==> src/rtl/llmint8_quant_ctrl_pkg.sv <==
// Shared types and constants for the int8 quantization controller.
package llmint8_pkg;

    typedef enum logic {
        FILL  = 1'b0,
        DRAIN = 1'b1
    } state_t;

    localparam int unsigned QUANT_SCALE = 127;

endpackage

==> src/rtl/llmint8_quant_ctrl_if.sv <==
// Beat-level streaming interface: input beats in, quantized beats out.
interface llmint8_quant_ctrl_if #(
    parameter int unsigned IN_WIDTH  = 16,
    parameter int unsigned N         = 4,
    parameter int unsigned OUT_WIDTH = 8
);

    logic signed [IN_WIDTH-1:0]  data_in [N];
    logic                        data_in_valid;
    logic                        data_in_ready;
    logic signed [OUT_WIDTH-1:0] data_out [N];
    logic                        data_out_valid;
    logic                        data_out_ready;
    logic                        data_out_last;
    logic [IN_WIDTH-1:0]         max_num_out;

    modport slave (
        input  data_in, data_in_valid, data_out_ready,
        output data_in_ready, data_out, data_out_valid, data_out_last, max_num_out
    );

    modport master (
        output data_in, data_in_valid, data_out_ready,
        input  data_in_ready, data_out, data_out_valid, data_out_last, max_num_out
    );

endinterface

==> src/rtl/llmint8_quant_ctrl_quantizer.sv <==
// Per-beat quantizer: each element becomes round(x*127/absmax), half away from zero.
module quantizer_part
    import llmint8_pkg::*;
#(
    parameter int unsigned IN_WIDTH  = 16,
    parameter int unsigned N         = 4,
    parameter int unsigned OUT_WIDTH = 8
) (
    input  logic signed [IN_WIDTH-1:0]  i_data [N],
    input  logic [IN_WIDTH-1:0]         i_absmax,
    output logic signed [OUT_WIDTH-1:0] o_data [N]
);

    localparam int unsigned WW = IN_WIDTH + 9;

    logic [WW-1:0] w_absmax;
    logic [WW-1:0] w_den;

    // Zero absmax is never latched, but guard the divider for FILL-phase idling.
    always_comb begin
        w_absmax = (i_absmax == '0) ? WW'(1) : WW'(i_absmax);
        w_den    = w_absmax << 1;
    end

    for (genvar g = 0; g < N; g++) begin : g_elem
        logic                 w_neg;
        logic [IN_WIDTH-1:0]  w_mag;
        logic [WW-1:0]        w_num;
        logic [WW-1:0]        w_quo;
        logic [OUT_WIDTH-1:0] w_res;

        // (2*|x|*S + a) / (2*a) is |x|*S/a rounded half-up on the magnitude.
        always_comb begin
            w_neg = i_data[g][IN_WIDTH-1];
            w_mag = w_neg ? $unsigned(-i_data[g]) : $unsigned(i_data[g]);
            w_num = WW'(w_mag) * WW'(2 * QUANT_SCALE) + w_absmax;
            w_quo = w_num / w_den;
            if (w_quo > WW'(QUANT_SCALE)) begin
                w_quo = WW'(QUANT_SCALE);
            end
            w_res     = OUT_WIDTH'(w_quo);
            o_data[g] = w_neg ? -w_res : w_res;
        end
    end

endmodule

==> src/rtl/llmint8_quant_ctrl.sv <==
// Tile quantization controller: buffers NUM_BEATS beats, tracks absmax, then drains int8 beats.
module llmint8_quant_ctrl
    import llmint8_pkg::*;
#(
    parameter int unsigned IN_WIDTH       = 16,
    parameter int unsigned IN_SIZE        = 4,
    parameter int unsigned IN_PARALLELISM = 1,
    parameter int unsigned OUT_WIDTH      = 8,
    parameter int unsigned NUM_BEATS      = 4
) (
    input logic                clk,
    input logic                rst,
    llmint8_quant_ctrl_if.slave bus
);

    localparam int unsigned N  = IN_SIZE * IN_PARALLELISM;
    localparam int unsigned CW = (NUM_BEATS > 1) ? $clog2(NUM_BEATS) : 1;
    localparam logic [CW-1:0]       LAST_BEAT = CW'(NUM_BEATS - 1);
    localparam logic [IN_WIDTH-1:0] NEG_MIN   = {1'b1, {(IN_WIDTH-1){1'b0}}};
    localparam logic [IN_WIDTH-1:0] POS_MAX   = {1'b0, {(IN_WIDTH-1){1'b1}}};

    state_t                      r_state;
    state_t                      w_next_state;
    logic [CW-1:0]               r_wr_cnt;
    logic [CW-1:0]               r_rd_cnt;
    logic [IN_WIDTH-1:0]         r_absmax_run;
    logic [IN_WIDTH-1:0]         r_absmax_lat;
    logic signed [IN_WIDTH-1:0]  r_buf [NUM_BEATS][N];

    logic [IN_WIDTH-1:0]         w_abs [N];
    logic [IN_WIDTH-1:0]         w_beat_max;
    logic [IN_WIDTH-1:0]         w_run_next;
    logic signed [OUT_WIDTH-1:0] w_q [N];
    logic                        w_in_hs;
    logic                        w_out_hs;
    logic                        w_wr_last;
    logic                        w_rd_last;

    // Saturating |x|: the most negative code maps to the largest positive one.
    for (genvar g = 0; g < N; g++) begin : g_abs
        always_comb begin
            if (!bus.data_in[g][IN_WIDTH-1]) begin
                w_abs[g] = $unsigned(bus.data_in[g]);
            end else if ($unsigned(bus.data_in[g]) == NEG_MIN) begin
                w_abs[g] = POS_MAX;
            end else begin
                w_abs[g] = $unsigned(-bus.data_in[g]);
            end
        end
    end

    always_comb begin
        w_beat_max = '0;
        for (int unsigned i = 0; i < N; i++) begin
            if (w_abs[i] > w_beat_max) begin
                w_beat_max = w_abs[i];
            end
        end
        w_run_next = (w_beat_max > r_absmax_run) ? w_beat_max : r_absmax_run;
    end

    always_comb begin
        w_in_hs   = (r_state == FILL) && bus.data_in_valid;
        w_out_hs  = (r_state == DRAIN) && bus.data_out_ready;
        w_wr_last = (r_wr_cnt == LAST_BEAT);
        w_rd_last = (r_rd_cnt == LAST_BEAT);
    end

    always_comb begin
        w_next_state       = r_state;
        bus.data_in_ready  = 1'b0;
        bus.data_out_valid = 1'b0;
        bus.data_out_last  = 1'b0;
        bus.max_num_out    = '0;
        case (r_state)
            FILL: begin
                bus.data_in_ready = 1'b1;
                if (w_in_hs && w_wr_last) begin
                    w_next_state = DRAIN;
                end
            end
            DRAIN: begin
                bus.data_out_valid = 1'b1;
                bus.data_out_last  = w_rd_last;
                bus.max_num_out    = r_absmax_lat;
                if (w_out_hs && w_rd_last) begin
                    w_next_state = FILL;
                end
            end
            default: w_next_state = FILL;
        endcase
    end

    always_comb begin
        for (int unsigned i = 0; i < N; i++) begin
            bus.data_out[i] = (r_state == DRAIN) ? w_q[i] : '0;
        end
    end

    always_ff @(posedge clk) begin
        if (rst) begin
            r_state      <= FILL;
            r_wr_cnt     <= '0;
            r_rd_cnt     <= '0;
            r_absmax_run <= '0;
            r_absmax_lat <= '0;
        end else begin
            r_state <= w_next_state;
            if (w_in_hs) begin
                r_absmax_run <= w_run_next;
                if (w_wr_last) begin
                    r_wr_cnt     <= '0;
                    r_absmax_lat <= (w_run_next == '0) ? IN_WIDTH'(1) : w_run_next;
                end else begin
                    r_wr_cnt <= r_wr_cnt + 1'b1;
                end
            end
            if (w_out_hs) begin
                if (w_rd_last) begin
                    r_rd_cnt     <= '0;
                    r_absmax_run <= '0;
                end else begin
                    r_rd_cnt <= r_rd_cnt + 1'b1;
                end
            end
        end
    end

    always_ff @(posedge clk) begin
        if (w_in_hs) begin
            for (int unsigned i = 0; i < N; i++) begin
                r_buf[r_wr_cnt][i] <= bus.data_in[i];
            end
        end
    end

    quantizer_part #(
        .IN_WIDTH  (IN_WIDTH),
        .N         (N),
        .OUT_WIDTH (OUT_WIDTH)
    ) u_quant (
        .i_data   (r_buf[r_rd_cnt]),
        .i_absmax (r_absmax_lat),
        .o_data   (w_q)
    );

endmodule

==> src/flat_wrapper.sv <==
// flat-port wrapper written by rule: the top's interface ports become plain ports
module llmint8_quant_ctrl_flat import llmint8_pkg::*;
#(
    parameter int unsigned IN_WIDTH       = 16,
    parameter int unsigned IN_SIZE        = 4,
    parameter int unsigned IN_PARALLELISM = 1,
    parameter int unsigned OUT_WIDTH      = 8,
    parameter int unsigned NUM_BEATS      = 4
)
  (clk, rst, bus_data_in, bus_data_in_valid, bus_data_out_ready, bus_data_in_ready, bus_data_out, bus_data_out_valid, bus_data_out_last, bus_max_num_out);
  llmint8_quant_ctrl_if #(.IN_WIDTH(IN_WIDTH), .N((4)), .OUT_WIDTH(OUT_WIDTH)) bus_i ();
  input logic clk;
  input logic rst;
  input wire logic [$bits(bus_i.data_in)-1:0] bus_data_in;
  input wire logic [$bits(bus_i.data_in_valid)-1:0] bus_data_in_valid;
  input wire logic [$bits(bus_i.data_out_ready)-1:0] bus_data_out_ready;
  output wire logic [$bits(bus_i.data_in_ready)-1:0] bus_data_in_ready;
  output wire logic [$bits(bus_i.data_out)-1:0] bus_data_out;
  output wire logic [$bits(bus_i.data_out_valid)-1:0] bus_data_out_valid;
  output wire logic [$bits(bus_i.data_out_last)-1:0] bus_data_out_last;
  output wire logic [$bits(bus_i.max_num_out)-1:0] bus_max_num_out;
  assign bus_i.data_in = {>>{bus_data_in}};
  assign bus_i.data_in_valid = bus_data_in_valid;
  assign bus_i.data_out_ready = bus_data_out_ready;
  assign bus_data_in_ready = bus_i.data_in_ready;
  assign bus_data_out = {>>{bus_i.data_out}};
  assign bus_data_out_valid = bus_i.data_out_valid;
  assign bus_data_out_last = bus_i.data_out_last;
  assign bus_max_num_out = bus_i.max_num_out;
  llmint8_quant_ctrl #(.IN_WIDTH(IN_WIDTH), .IN_SIZE(IN_SIZE), .IN_PARALLELISM(IN_PARALLELISM), .OUT_WIDTH(OUT_WIDTH), .NUM_BEATS(NUM_BEATS)) u_core (.clk(clk), .rst(rst), .bus(bus_i));
endmodule
==> config.mk <==
export PLATFORM = sky130hd
export DESIGN_NAME = llmint8_quant_ctrl_flat
export DESIGN_NICKNAME = d
export VERILOG_FILES = /design/src/rtl/llmint8_quant_ctrl_pkg.sv /design/src/rtl/llmint8_quant_ctrl_if.sv /design/src/rtl/llmint8_quant_ctrl_quantizer.sv /design/src/rtl/llmint8_quant_ctrl.sv /design/src/flat_wrapper.sv
export SDC_FILE = /design/constraint.sdc
export NUM_CORES = 2
export LEC_CHECK = 0
export CORE_MARGIN = 2
export CORE_UTILIZATION = 55
export DETAILED_ROUTE_END_ITERATION = 16
export GPL_ROUTABILITY_DRIVEN = 0
export PLACE_DENSITY = 0.71
export SLEW_MARGIN = 0
export SYNTH_ARGS = -nofsm -noshare
export SYNTH_HDL_FRONTEND = slang
export SYNTH_SLANG_ARGS = --single-unit
export TNS_END_PERCENT = 50
==> constraint.sdc <==
create_clock -name clk -period 190.2 [get_ports clk]
set_input_delay 28.53 -clock clk [delete_from_list [all_inputs] [get_ports clk]]
set_output_delay 28.53 -clock clk [all_outputs]
set_load 0.005 [all_outputs]
=== Word level (Yosys, flattened, before mapping) ===
Memory sizes are Yosys's and may differ from the RTL's. A register that Yosys moved wholly into a read port is not among the register bits.
Index checks and enable logic that the tools add are counted.

* Flip-flop bits (word level): 37
* RAM bits: 256
* Input port bits: 68
* Output and inout bits: 51
* Word-level logic and storage cells: 102
* Memories kept: 1

* $add $sub $neg: 18
* Multipliers: 4
* Div/mod/pow operators: 4
* Magnitude comparators: 9
* Equality and inequality tests: 6
* Muxes and demuxes: 47
* Bitwise operators: 1
* Reduce and logical (&&, ||, !) cells: 7

{| class="wikitable"
|+ Memory list
! name !! words !! width !! read ports !! clocked after Yosys merged registers in !! write ports !! RTL line !! RTL
|-
| u_core.r_buf || 4 || 64 || 1 || 1 || 1 || llmint8_quant_ctrl.sv:28 || <nowiki>logic signed [IN_WIDTH-1:0] r_buf [NUM_BEATS][N];</nowiki>
|}

{| class="wikitable"
|+ Operator list
! operator !! count
|-
| 16-bit two-way mux || 23
|-
| 16-bit negator || 8
|-
| 24-bit by 16-bit adder with 25-bit output || 4
|-
| 25-bit by 25-bit divider with 25-bit output || 4
|-
| 25-bit by 7-bit greater-than comparator with 1-bit output (second input constant) || 4
|-
| 8-bit two-way mux || 12
|-
| 16-bit by 7-bit multiplier with 23-bit output (second input constant) || 4
|-
| 16-bit == test (second input constant) || 4
|-
| 16-bit greater-than comparator || 4
|-
| 16-bit zero test || 2
|-
| 8-bit negator || 4
|-
| 16-bit by 1-bit greater-than comparator with 1-bit output (second input constant) || 1
|-
| 2-bit two-way mux || 4
|-
| 1-bit two-way mux || 7
|-
| 2-bit by 1-bit adder with 2-bit output (second input constant) || 2
|-
| 2-bit == test (second input constant) || 2
|-
| 1-bit logical AND || 4
|-
| 1-bit case mux with 2 select lines || 1
|-
| 2-bit AND reduction || 1
|-
| 1-bit NOT || 1
|}

=== Longest topological paths before layout ===
* Depth in word-level cells: 16
* Mapped depth: 349
* Mapped depth without buffers: 324

=== Modules after synthesis ===
From an unflattened synthesis, not the netlist that was laid out.

* Cell total of the unflattened synthesis: 10900
* Area, all modules: 85026.5 um^2

{| class="wikitable"
|+ Modules (own cells, without submodules)
! module !! times used !! cells each !! area an instance (um^2) !! sequential area each (um^2)
|-
| quantizer_part || 1 || 9755 || 70116.0 || 0.0
|-
| llmint8_quant_ctrl || 1 || 1145 || 14910.6 || 8468.1
|}

=== Worst setup path after synthesis ===
OpenSTA, ideal clock, no wires.

* Path kind: reg2out
* From: reg with a tool-made name
* To: out bus_data_out[4]
* Data arrival time: 65252 ps
* Required time: 161670 ps
* Setup slack: 96418 ps
* Cell stages (with the launch flop): 324
* Path buffers: 30
* Path through: dfxtp_1 clkbuf_1 buf_1 clkbuf_1 clkbuf_1 clkbuf_1 o21a_1 clkbuf_1 nand2_1 xor2_1 inv_1 ha_1 xor2_1 inv_1 fa_1 inv_1 fa_1 fa_1 [... 288 more ...] a21o_1 a21oi_1 nor2b_1 o21ai_0 nand2b_1 a21oi_1 nor2b_1 o21ai_0 nand2_1 a2111oi_0 nor4b_2 nand3_1 inv_1 ha_1 inv_1 o21ai_0 xnor2_1 nor2_1

{| class="wikitable"
|+ RTL lines
! item !! RTL line !! RTL
|-
| to (decl) || flat_wrapper.sv:18 || <nowiki>output wire logic [$bits(bus_i.data_out)-1:0] bus_data_out;</nowiki>
|}

==> metrics.txt <==
outcome completed; vias 84200; CTS Buf Count 24; hold path depth 2; Pre-Repair DR Iteration Count 6; CTS tree yes; initial DRC count 7610; fill count 13900; global-route wire length before repair 426 mm; Clock Pin Slew Worst Setup and Hold Paths 0.07 ns; Max Buffers Root-to-Sink 3; crit-path max cell delay 0.88 ns; CP startpoint kind flip-flop; Critical Path RT 161.67 ns; # Post-CTS Setup Buffers 0; Synth top area share 0.203; Sink Count 295; clock root buffer clkbuf_16; Crit Path Class flip-flop to output pin; vias per cell 6.50; Total Wirelength 269 mm; crit path time final 105.24 ns; Max H-tree Level 1; initial antenna violation count 5; maxcap violations 0; largest net degree at the start of global routing 65; post-CTS sizing 0; P&R area growth vs syn 5.50%; Rel. slew slack 0.142; Fin Setup TNS 0 ns; final hold violation count 0; total grt overflow 0; Yosys warning count 0; syn nets 12500; FF/Latch Area 8480 µm²; CP dominant cell by count o21a_1; die area 157000 µm²; syn avg cell area 7.76 µm²; share of layout cells above drive strength 1 0.0711; Post-Synthesis Cells 10900; CP Capture Type output pin; I/O pin total 119; die width 396 µm; Post-Syn Area 84500 µm²; ranking of synthesized cells by area ha_1, edfxtp_1, fa_1; FMAX 9.50 MHz; CP max stage cell nor2_1; crit-path max FO 46; min-delay worst type flip-flop to flip-flop; Final HPWL DP 215 mm; vias in the first global route 80100; Final Cycle Share 0.553; Synth Flop Type edfxtp_1; Post-DRT Antenna Nets 0; Buffers on Ports 118; DR WL/cell 20.8 µm; FFs w/ async S/R, synth 0; Multi-input gate area 72600 µm²; cts hold-fix bufs 0; worst skew pair latency 0.56 ns; # rows 143; max-slew violation count 0; Setup Viol. Count Final 0; Tot GR Track Use 0.330; die height 396 µm; DRC 0; EDFF count, synth 256; area leader, netlist ha_1; register area share after synthesis 0.100; Final Net Count 12500; core box area 152000 µm²; register bit total from synthesis 295; RSZ-0062 raised after global routing false; Fin Clk Skew 0.0171 ns; Slew @ Worst Pin 1.27 ns; starting density of the core 0.555; count of different cell masters after synthesis 119; CP arrival 76.71 ns; Reg2Reg Depth 19
==> metal layers <==
| metal | track usage | routed length (µm) | vias up |
|---|---|---|---|
| met1 | 0.448 | 118000 | 39800 |
| met3 | 0.0452 | 22800 | 590 |
| li1 | - | - | 40400 |
| met5 | 0 | 40 | - |
| met2 | 0.526 | 116000 | 3286 |
| met4 | 0.136 | 12500 | 6 |
==> placed cells by master (no fill, tap or decap), drive strengths merged, types with 30 or more instances in the layout <==
master,n
o2111ai,41
a21o,310
a21oi,732
ha,1373
inv,651
or3,129
o21a,552
mux2i,103
dfxtp,39
o211a,32
xor2,297
nand3,190
nor4,62
clkdlybuf4s50,118
a31o,30
o211ai,100
nand2,969
and2,95
o31ai,207
fa,208
buf,136
xnor2,374
a211o,30
nand4,84
a31oi,116
a21boi,51
and3,65
mux2,277
or2,120
edfxtp,256
o21bai,57
nor2,976
nor2b,133
mux4,61
o21ai,609
nor3,547
a211oi,110
nand2b,160
==> sequential cells by signal (all words and copies together) (netlist names), named ones only <==
signal               cells
u_core.r_rd_cnt          2
u_core.r_state           1
u_core.r_buf           256
u_core.r_wr_cnt          2
u_core.r_absmax_lat     16
u_core.r_absmax_run     16
==> synthesized netlist by cell type, drive strengths merged (62+ instances only) <==
library cell  instances
edfxtp              256
nor2b               133
nand4                84
nand3               190
or3                 129
ha                 1373
nand2b              160
nor3                547
inv                 653
nor2                976
o21a                552
clkbuf              233
o21ai               609
a21oi               732
or2                 120
mux2i               103
a211oi              110
mux2                277
and2                 95
xor2                297
nand2               969
a21o                310
fa                  208
xnor2               374
o211ai              100
o31ai               207
nor4                 62
and3                 65
a31oi               116
==> critical path, delay by kind of cell (launching register included) <==
family / cells / cell delay [ns]
AOI/OAI and AO/OA: 173 / 40.79
xor gates and xnor gates: 2 / 0.67
adders and majority gates: 31 / 10.04
buffers and inverters: 11 / 2.54
DFF: 1 / 0.65
muxes: 7 / 2.51
and+or+nand+nor: 83 / 18.66
==> final cells by class <==
cell class / count / share of cell area
Tap cell: 2030 / 0.0285
Sequential cell: 295 / 0.0951
Multi-Input combinational cell: 9661 / 0.814
Inverter: 657 / 0.0279
Clock inverter: 16 / 0.00247
Timing Repair Buffer: 254 / 0.0247
Antenna cell: 1 / 0.0000281
Clock buffer: 28 / 0.00713
==> metrics by stage <==
step	instances	area [µm²]	utilization	hold slack (ns)	setup slack, ns
after floorplan	10900	84500	-	0.436	96.42
after global placement	12900	88300	0.580	0.441	88.60
after detailed placement	12900	88300	0.580	0.453	87.32
after CTS	12900	89100	0.585	0.463	86.47
after global routing	12900	89100	0.585	0.476	79.15
final	12900	89100	0.585	0.463	84.96
==> logic make-up after synthesis <==
family | Yosys count | synth area share
AOI/OAI and AO/OA | 3287 | 0.261
xor gates and xnor gates | 671 | 0.0696
adders and majority gates | 1587 | 0.253
buffers and inverters | 936 | 0.0420
DFF | 295 | 0.100
muxes | 441 | 0.0655
and+or+nand+nor | 3675 | 0.209
==> path summary, 6_finish.rpt <==
check,startpoint,to,slack (ns)
min,u_core.r_absmax_run[12],u_core.r_absmax_run[12],0.46
max reg2reg,u_core.r_absmax_run[2],u_core.r_absmax_lat[0],186.59
max,flip-flop,bus_data_out[12],84.96
min reg2reg,u_core.r_absmax_run[12],u_core.r_absmax_run[12],0.46
Power is not shown: default switching activity piles up to over one toggle a cycle in this logic, so the estimate is an artifact.
